`config.mk`:
```
export PLATFORM = sky130hd
export DESIGN_NAME = uart_rx
export DESIGN_NICKNAME = d
export VERILOG_FILES = /design/src/rtl/uart_pkg.sv /design/src/rtl/uart_rx_sync.sv /design/src/rtl/uart_rx.sv
export SDC_FILE = /design/constraint.sdc
export NUM_CORES = 1
export LEC_CHECK = 0
export ABC_AREA = 1
export CAP_MARGIN = 5
export CORE_ASPECT_RATIO = 0.7
export CORE_MARGIN = 2
export CORE_UTILIZATION = 55
export CTS_BUF_LIST = sky130_fd_sc_hd__clkbuf_8
export CTS_CLUSTER_SIZE = 28
export DETAILED_ROUTE_END_ITERATION = 6
export PLACE_DENSITY = 0.77
export REMOVE_ABC_BUFFERS = 1
export SYNTH_ARGS = -nofsm -noshare
export SYNTH_HDL_FRONTEND = slang
export SYNTH_SLANG_ARGS = --single-unit
```
`constraint.sdc`:
```
create_clock -name clk -period 2.52 [get_ports clk]
set_clock_uncertainty 0.05 [all_clocks]
set_input_delay 0.63 -clock clk [delete_from_list [all_inputs] [get_ports clk]]
set_output_delay 0.63 -clock clk [all_outputs]
set_load 0.01 [all_outputs]
```
`src/rtl/uart_pkg.sv`:
```
// Shared UART constants: FSM state encoding, oversample ratio, default frame format.
// The TX side and the baud generator use the same defaults.
package uart_pkg;

    localparam int OVERSAMPLE       = 16;
    localparam int DEF_DATA_BITS    = 8;
    localparam int DEF_SB_TICKS     = 16;

    typedef enum logic [1:0] {
        IDLE  = 2'd0,
        START = 2'd1,
        DATA  = 2'd2,
        STOP  = 2'd3
    } rx_state_t;

    // Counter width for a field of n values, never narrower than one bit.
    function automatic int cnt_width(input int n);
        return (n > 1) ? $clog2(n) : 1;
    endfunction

endpackage

```
`src/rtl/uart_rx_sync.sv`:
```
// Two-flop synchronizer for one asynchronous input.
// The reset value is a parameter so idle-high lines do not glitch out of reset.
module sync_2ff #(
    parameter logic RST_VAL = 1'b1
) (
    input  logic clk,
    input  logic rst,
    input  logic d,
    output logic q
);

    logic meta;

    always_ff @(posedge clk or negedge rst) begin
        if (!rst) begin
            meta <= RST_VAL;
            q    <= RST_VAL;
        end else begin
            meta <= d;
            q    <= meta;
        end
    end

endmodule

```
`src/rtl/uart_rx.sv`:
```
// UART receiver with 16x oversampling; emits each good byte with a one-cycle strobe
// and flags frames whose stop bit is sampled low.
//
// state | meaning
// IDLE  | line idle, waiting for a low on rx_s
// START | counting to mid start bit; high there means a glitch
// DATA  | sampling data bits LSB first at mid bit
// STOP  | waiting SB_TICKS ticks, then checking the stop bit
module uart_rx
    import uart_pkg::*;
#(
    parameter int DATA_BITS = DEF_DATA_BITS,
    parameter int SB_TICKS  = DEF_SB_TICKS
) (
    input  logic                 clk,
    input  logic                 rst,
    input  logic                 i_rx,
    input  logic                 i_tick,
    output logic [DATA_BITS-1:0] o_data,
    output logic                 o_rx_done,
    output logic                 o_frame_err
);

    localparam int              NW     = cnt_width(DATA_BITS);
    localparam logic [NW-1:0]   N_LAST = NW'(DATA_BITS - 1);
    localparam logic [3:0]      S_MID  = 4'(OVERSAMPLE / 2 - 1);
    localparam logic [3:0]      S_LAST = 4'(OVERSAMPLE - 1);
    localparam logic [3:0]      S_STOP = 4'(SB_TICKS - 1);

    logic                 rx_s;
    rx_state_t            state, state_nx;
    logic [3:0]           s, s_nx;
    logic [NW-1:0]        n, n_nx;
    logic [DATA_BITS-1:0] sh, sh_nx;
    logic [DATA_BITS-1:0] data_nx;
    logic                 done_nx, err_nx;

    sync_2ff #(.RST_VAL(1'b1)) u_sync (
        .clk (clk),
        .rst (rst),
        .d   (i_rx),
        .q   (rx_s)
    );

    always_ff @(posedge clk or negedge rst) begin
        if (!rst) begin
            state       <= IDLE;
            s           <= '0;
            n           <= '0;
            sh          <= '0;
            o_data      <= '0;
            o_rx_done   <= 1'b0;
            o_frame_err <= 1'b0;
        end else begin
            state       <= state_nx;
            s           <= s_nx;
            n           <= n_nx;
            sh          <= sh_nx;
            o_data      <= data_nx;
            o_rx_done   <= done_nx;
            o_frame_err <= err_nx;
        end
    end

    always_comb begin
        state_nx = state;
        s_nx     = s;
        n_nx     = n;
        sh_nx    = sh;
        data_nx  = o_data;
        done_nx  = 1'b0;
        err_nx   = 1'b0;

        case (state)
            IDLE: begin
                // Leaving IDLE does not wait for a tick, so the start edge is caught promptly.
                if (!rx_s) begin
                    state_nx = START;
                    s_nx     = '0;
                end
            end
            START: begin
                if (i_tick) begin
                    if (s == S_MID) begin
                        if (!rx_s) begin
                            state_nx = DATA;
                            s_nx     = '0;
                            n_nx     = '0;
                        end else begin
                            state_nx = IDLE;
                        end
                    end else begin
                        s_nx = s + 4'd1;
                    end
                end
            end
            DATA: begin
                if (i_tick) begin
                    if (s == S_LAST) begin
                        sh_nx = {rx_s, sh[DATA_BITS-1:1]};
                        s_nx  = '0;
                        if (n == N_LAST) begin
                            state_nx = STOP;
                        end else begin
                            n_nx = n + 1'b1;
                        end
                    end else begin
                        s_nx = s + 4'd1;
                    end
                end
            end
            STOP: begin
                if (i_tick) begin
                    if (s == S_STOP) begin
                        state_nx = IDLE;
                        if (rx_s) begin
                            data_nx = sh;
                            done_nx = 1'b1;
                        end else begin
                            err_nx  = 1'b1;
                        end
                    end else begin
                        s_nx = s + 4'd1;
                    end
                end
            end
            default: begin
                state_nx = IDLE;
            end
        endcase
    end

endmodule

```
==> results of run 1 <==
## worst max-delay path, stage by stage
cell and delay [ns]:
clkdlybuf4s50_1 0.58, inv_2 0.09, nor3_4 0.50, o21ai_0 0.16
## registers in the layout (all words and copies together) (netlist names), named ones only
register     flops
o_rx_done        1
o_frame_err      1
s                4
n                3
u_sync.q         1
u_sync.meta      1
state            1
sh               8
o_data           8
## path summary, 6_finish.rpt
check	from	end	slack (ns)
worst max-delay path	i_tick	sh[7]	0.66
worst min-delay path	u_sync.meta	u_sync.q	0.32
worst max register to register	s[0]	sh[7]	0.80
worst min register to register	u_sync.meta	u_sync.q	0.32
max in group asynchronous	rst	u_sync.q	1.43
min in group asynchronous	rst	o_data[1]	0.68
## cell families after synthesis
kind of cell | Yosys count | synth area share [%]
AND/OR/NAND/NOR | 88 | 29.27
flip-flops | 29 | 51.46
buffers and inverters | 27 | 8.753
AO/OA/AOI/OAI | 19 | 7.250
adder cells (fa/ha/maj) | 3 | 2.653
XOR/XNOR | 1 | 0.6190
## where the power goes
part / leakage (nW) / internal [mW] / switching, mW / total, mW
registers: 0.372 / 0.528 / 0.0828 / 0.611
clock network: 0.0538 / 0.214 / 0.169 / 0.383
logic: 0.412 / 0.136 / 0.259 / 0.395
## layer usage
layer | vias to the layer above | track usage [%] | routed length, um
met1 | 488 | 27.06 | 1228
met2 | 28 | 30.00 | 1088
li1 | 560 | - | -
met5 | - | 0 | 0
met4 | 0 | 14.04 | 74
met3 | 8 | 6.601 | 118
## final cells by class
class	count	area share, %
multi-input combinational	111	34.17
sequential	29	44.19
clock buffer	6	5.011
timing repair buffer	14	8.352
tap	34	2.582
inverter	23	5.239
clock inverter	2	0.4556
## per-stage QoR
step	std cells	power [mW]	hold WS [ns]	cell area (um^2)	worst slack, ns
after global placement	211	0.9937	0.2966	1558	0.4301
final	219	1.388	0.3173	1648	0.6577
after floorplan	163	0.9131	0.2844	1378	1.048
after CTS	219	1.400	0.3152	1648	0.6429
after global routing	219	1.488	0.3168	1648	0.5265
after detailed placement	211	1.010	0.3067	1558	0.3463
## cells in the final DEF (no fill, tap or decap)
master,n
buf_4,1
clkbuf_8,6
clkdlybuf4s50_1,13
dfrtp_1,27
dfstp_2,2
ha_1,3
inv_1,18
inv_2,7
nand2_1,62
nand3_1,9
nand3_2,1
nand3_4,1
nand3b_1,3
nand4_1,1
nor2_1,7
nor2_2,1
nor2_4,1
nor2_8,1
nor3_4,1
o21ai_0,2
o21ai_1,16
o22ai_2,1
xor2_1,1
==> flow_summary.json, run 1 <==
{
  "final-seq-area_um2": 728.2,
  "synthCells": 167,
  "leakagePower_nw": 0.8379,
  "wl_per_cell_um": 11.46,
  "cts_tree": "yes",
  "cts.path.max_buffers": 2,
  "cts.sinks": 29,
  "ys_types": 22,
  "syn_to_final_growth_pct": 16.45,
  "worstMarginPinSlew_ns": 0.5384,
  "fill_cells": 199,
  "rows": 15,
  "multiInputGateArea_um2": 563.0,
  "hpwl_um": 1781,
  "die_h_um": 46.44,
  "dieArea_um2": 3001,
  "synth_edf_count": 0,
  "io_buffers": 13,
  "insertion_delay_ns": 0.28,
  "worstRegToRegCells": 4,
  "core_um2": 2459,
  "io_pins": 14,
  "synthArstFlopShare_pct": 100.0,
  "syn_area_per_cell_um2": 8.474,
  "initial_utilization_pct": 57.56,
  "wl_um": 2509,
  "seq_area_frac_synth_pct": 51.46,
  "yosysWarningCount": 0,
  "grt_pass1_vias": 934,
  "grt_first_pass_wirelength_um": 4319,
  "routabilityCongestion": 0.9013,
  "startpoint_type": "input port",
  "yosysMostFrequentCell": "nand2_1",
  "drt_iter0_markers": 82,
  "final.min_clock_period_ns": 1.862,
  "relSlewSlack_pct": 63.99,
  "synth-main-ff-cell": "dfrtp_1",
  "crit_arrival_ns": 1.95,
  "synth_top_cell_by_area": "dfrtp_1",
  "min_path_type": "flop to flop",
  "die_w_um": 64.63,
  "synth_area_leaders": "dfrtp_1 48%, nand2_1 16%, o21ai_1 5.7%, inv_1 4.2%, dfstp_2 3.7%",
  "grt-ovfl-total": 0,
  "cts.htree.levels": 2,
  "crit_type": "input port to flop",
  "final_max_slew_viol_count": 0,
  "cts-root-buf": "clkbuf_8",
  "power_density_nw_per_um2": 842.6,
  "cts_hold_buf": 0,
  "path_clk_slew_ns": 0.06,
  "cap_viol_max_count": 0,
  "post-cts-setup-buffer-count": 0,
  "grt_start_max_net_pins": 30,
  "max_freq_ghz": 0.5370,
  "diodes": 0,
  "drc": 0,
  "cts_made_buffers": 5,
  "fin_util_pct": 67.02,
  "antenna_found_initial": 0,
  "fin_setup_tns_ns": 0,
  "cts_resized": 0,
  "layout.nets": 191,
  "viasPerCell": 4.950,
  "drtPass1Iterations": 4,
  "num_vias": 1084,
  "worstPathRequired_ns": 2.61,
  "finalSetupViolCount": 0,
  "final_antenna_net_count": 0,
  "whs_path_depth": 0,
  "grt_usage_pct": 20.70,
  "peakVddDrop_mv": 0.3634,
  "period_share_pct": 73.90,
  "drive_above_1_share_pct": 12.43,
  "rsz0062_at_grt": "no",
  "yosys_register_bits": 29,
  "end_kind": "flop",
  "synthesis.area_um2": 1415,
  "path_max_fanout": 16,
  "synth_top_area_share_pct": 47.75,
  "ys_top_cells_by_count": "62 x nand2_1, 27 x dfrtp_1, 16 x inv_1, 16 x o21ai_1, 9 x nand3_1",
  "hold_viol": 0,
  "outcome": "finished clean"
}
Power figures use the tool's default switching activity.
==> run 2, diff against run 1 <==
Clock period 2.52 ns to 1.8 ns, I/O delays scaled along.
==> run 2 against run 1 <==
Compared with the run above: cell count is 0.91% higher; register-to-register slack got worse by 0.61 ns; cell area rose by 1.7%; sequential power grew 40%; power increased by 39%; utilization rose by 1.1 points; global-route usage hardly changed; routed wire length up 3.7%; via count is 0.18% higher; combinational power is 42% higher; critical endpoint is now o_data[5]; largest power group unchanged; first-iteration DRC count decreased by 1.2%; die area stayed put.
==> flow_summary.json, run 2 (synthesized netlist as in run 1, its figures left out) <==
{
  "outcome": "finished clean",
  "grt-ovfl-total": 0,
  "placed_area_um2": 1585,
  "leakagePower_nw": 0.8508,
  "drt_iter0_markers": 81,
  "syn_to_final_growth_pct": 18.39,
  "path_clk_slew_ns": 0.06,
  "crit_type": "flop to primary output",
  "num_vias": 1086,
  "worstPathRequired_ns": 1.30,
  "worstMarginPinSlew_ns": 0.3950,
  "dieArea_um2": 3001,
  "path_max_fanout": 2,
  "slowest_stage": "clkdlybuf4s50_1",
  "fin_setup_tns_ns": 0,
  "end_kind": "primary output",
  "drc": 0,
  "cts.sinks": 29,
  "post-cts-setup-buffer-count": 0,
  "startpoint_type": "flop",
  "cts-root-buf": "clkbuf_8",
  "die_w_um": 64.63,
  "routabilityCongestion": 0.8899,
  "cap_viol_max_count": 0,
  "crit_chain": "clkdlybuf4s50_1",
  "final_common_cell": "nand2_1",
  "layout.nets": 193,
  "peakVddDrop_mv": 0.5903,
  "grt_start_max_net_pins": 30,
  "fill_cells": 200,
  "max_stage_delay_ns": 0.55,
  "path_buf_inv": 1,
  "final-seq-area_um2": 728.2,
  "grt_first_pass_wirelength_um": 4464,
  "io_pins": 14,
  "crit_family": "buffers and inverters",
  "drtPass1Iterations": 4,
  "rsz0062_at_grt": "no",
  "max_freq_ghz": 0.5951,
  "final_max_slew_viol_count": 0,
  "fin_ws_ns": 0.1197,
  "io_buffers": 13,
  "cts_tree": "yes",
  "final.min_clock_period_ns": 1.680,
  "insertion_delay_ns": 0.27,
  "top_regs": "o_data (8), sh (8), s (4)",
  "period_share_pct": 93.35,
  "multiInputGateArea_um2": 563.0,
  "hold_viol": 0,
  "grt_usage_pct": 20.65,
  "antenna_found_initial": 0,
  "die_h_um": 46.44,
  "rows": 15,
  "relSlewSlack_pct": 73.66,
  "drive_above_1_share_pct": 13.37,
  "cts_made_buffers": 5,
  "cts_hold_buf": 0,
  "wl_um": 2602,
  "power_density_nw_per_um2": 1155,
  "min_path_type": "flop to flop",
  "core_um2": 2459,
  "wl_per_cell_um": 11.77,
  "initial_utilization_pct": 57.56,
  "hpwl_um": 1964,
  "fin_util_pct": 68.14,
  "diodes": 0,
  "finalSetupViolCount": 0,
  "final_area_um2": 1675,
  "crit_arrival_ns": 1.18,
  "cts_resized": 0,
  "final_antenna_net_count": 0,
  "grt_pass1_vias": 1007,
  "cts.htree.levels": 2,
  "pre_cts_ws_ns": 0.02135,
  "mostFrequentLayoutCells": "62 x nand2_1, 27 x dfrtp_1, 18 x inv_1",
  "viasPerCell": 4.914,
  "cts.path.max_buffers": 2
}
[run 2: cell types whose count changed in the layout (fill, tap and decap cells not counted)]
cell / before / now
buf_12: 0 / 1
buf_4: 1 / 2
[run 2: where the power goes]
part | switching [mW] | internal, mW | leakage [nW]
Sequential | 0.117 | 0.739 | 0.372
Combinational | 0.368 | 0.191 | 0.425
Clock | 0.220 | 0.299 | 0.0538
Total | 0.705 | 1.23 | 0.851
[run 2: worst paths after layout]
kind,start,endpoint,slack (ns),cells past startpoint
max reg2reg,s[0],flop,0.19,8
min in group asynchronous,rst,o_data[4],0.50,2
min reg2reg,u_sync.meta,u_sync.q,0.31,0
max,o_data[5],o_data[5],0.12,1
min,u_sync.meta,u_sync.q,0.31,0
max in group asynchronous,rst,u_sync.meta,0.88,2
[run 2: layout make-up]
| type | count | area share [%] |
|---|---|---|
| Sequential cell | 29 | 43.47 |
| Multi-Input combinational cell | 111 | 33.61 |
| Timing Repair Buffer | 16 | 9.858 |
| Inverter | 23 | 5.153 |
| Clock buffer | 6 | 4.929 |
| Tap cell | 34 | 2.539 |
| Clock inverter | 2 | 0.4481 |
[run 2: routing by layer]
layer | wire, um | vias to the layer above | track usage (%)
met1 | 1213 | 507 | 25.00
met2 | 1262 | 18 | 34.79
li1 | - | 556 | -
met3 | 85 | 5 | 6.846
met4 | 41 | 0 | 8.936
met5 | 0 | - | 0
[run 2: stage by stage]
step	power, mW	cells	hold slack, ns
after floorplan	1.278	163	0.1044
after global placement	1.388	213	0.2987
after detailed placement	1.423	213	0.3047
after CTS	1.953	221	0.3127
after global routing	2.070	221	0.3159
final	1.935	221	0.3101
[run 2: worst reg2reg max path: stages, from the launching register on]
cell	delay (ns)
dfrtp_1	0.39
ha_1	0.25
nand3_2	0.20
nand2_1	0.14
nand2_1	0.05
nor2_1	0.21
nand3_1	0.10
nand2_1	0.07
nand2_1	0.04
==> run 3, diff against run 2 <==
Settings changed: SLEW_MARGIN set to 20.
==> results of run 3 <==
Same layout as run 2: the final DEF is identical, and so are final timing and power.
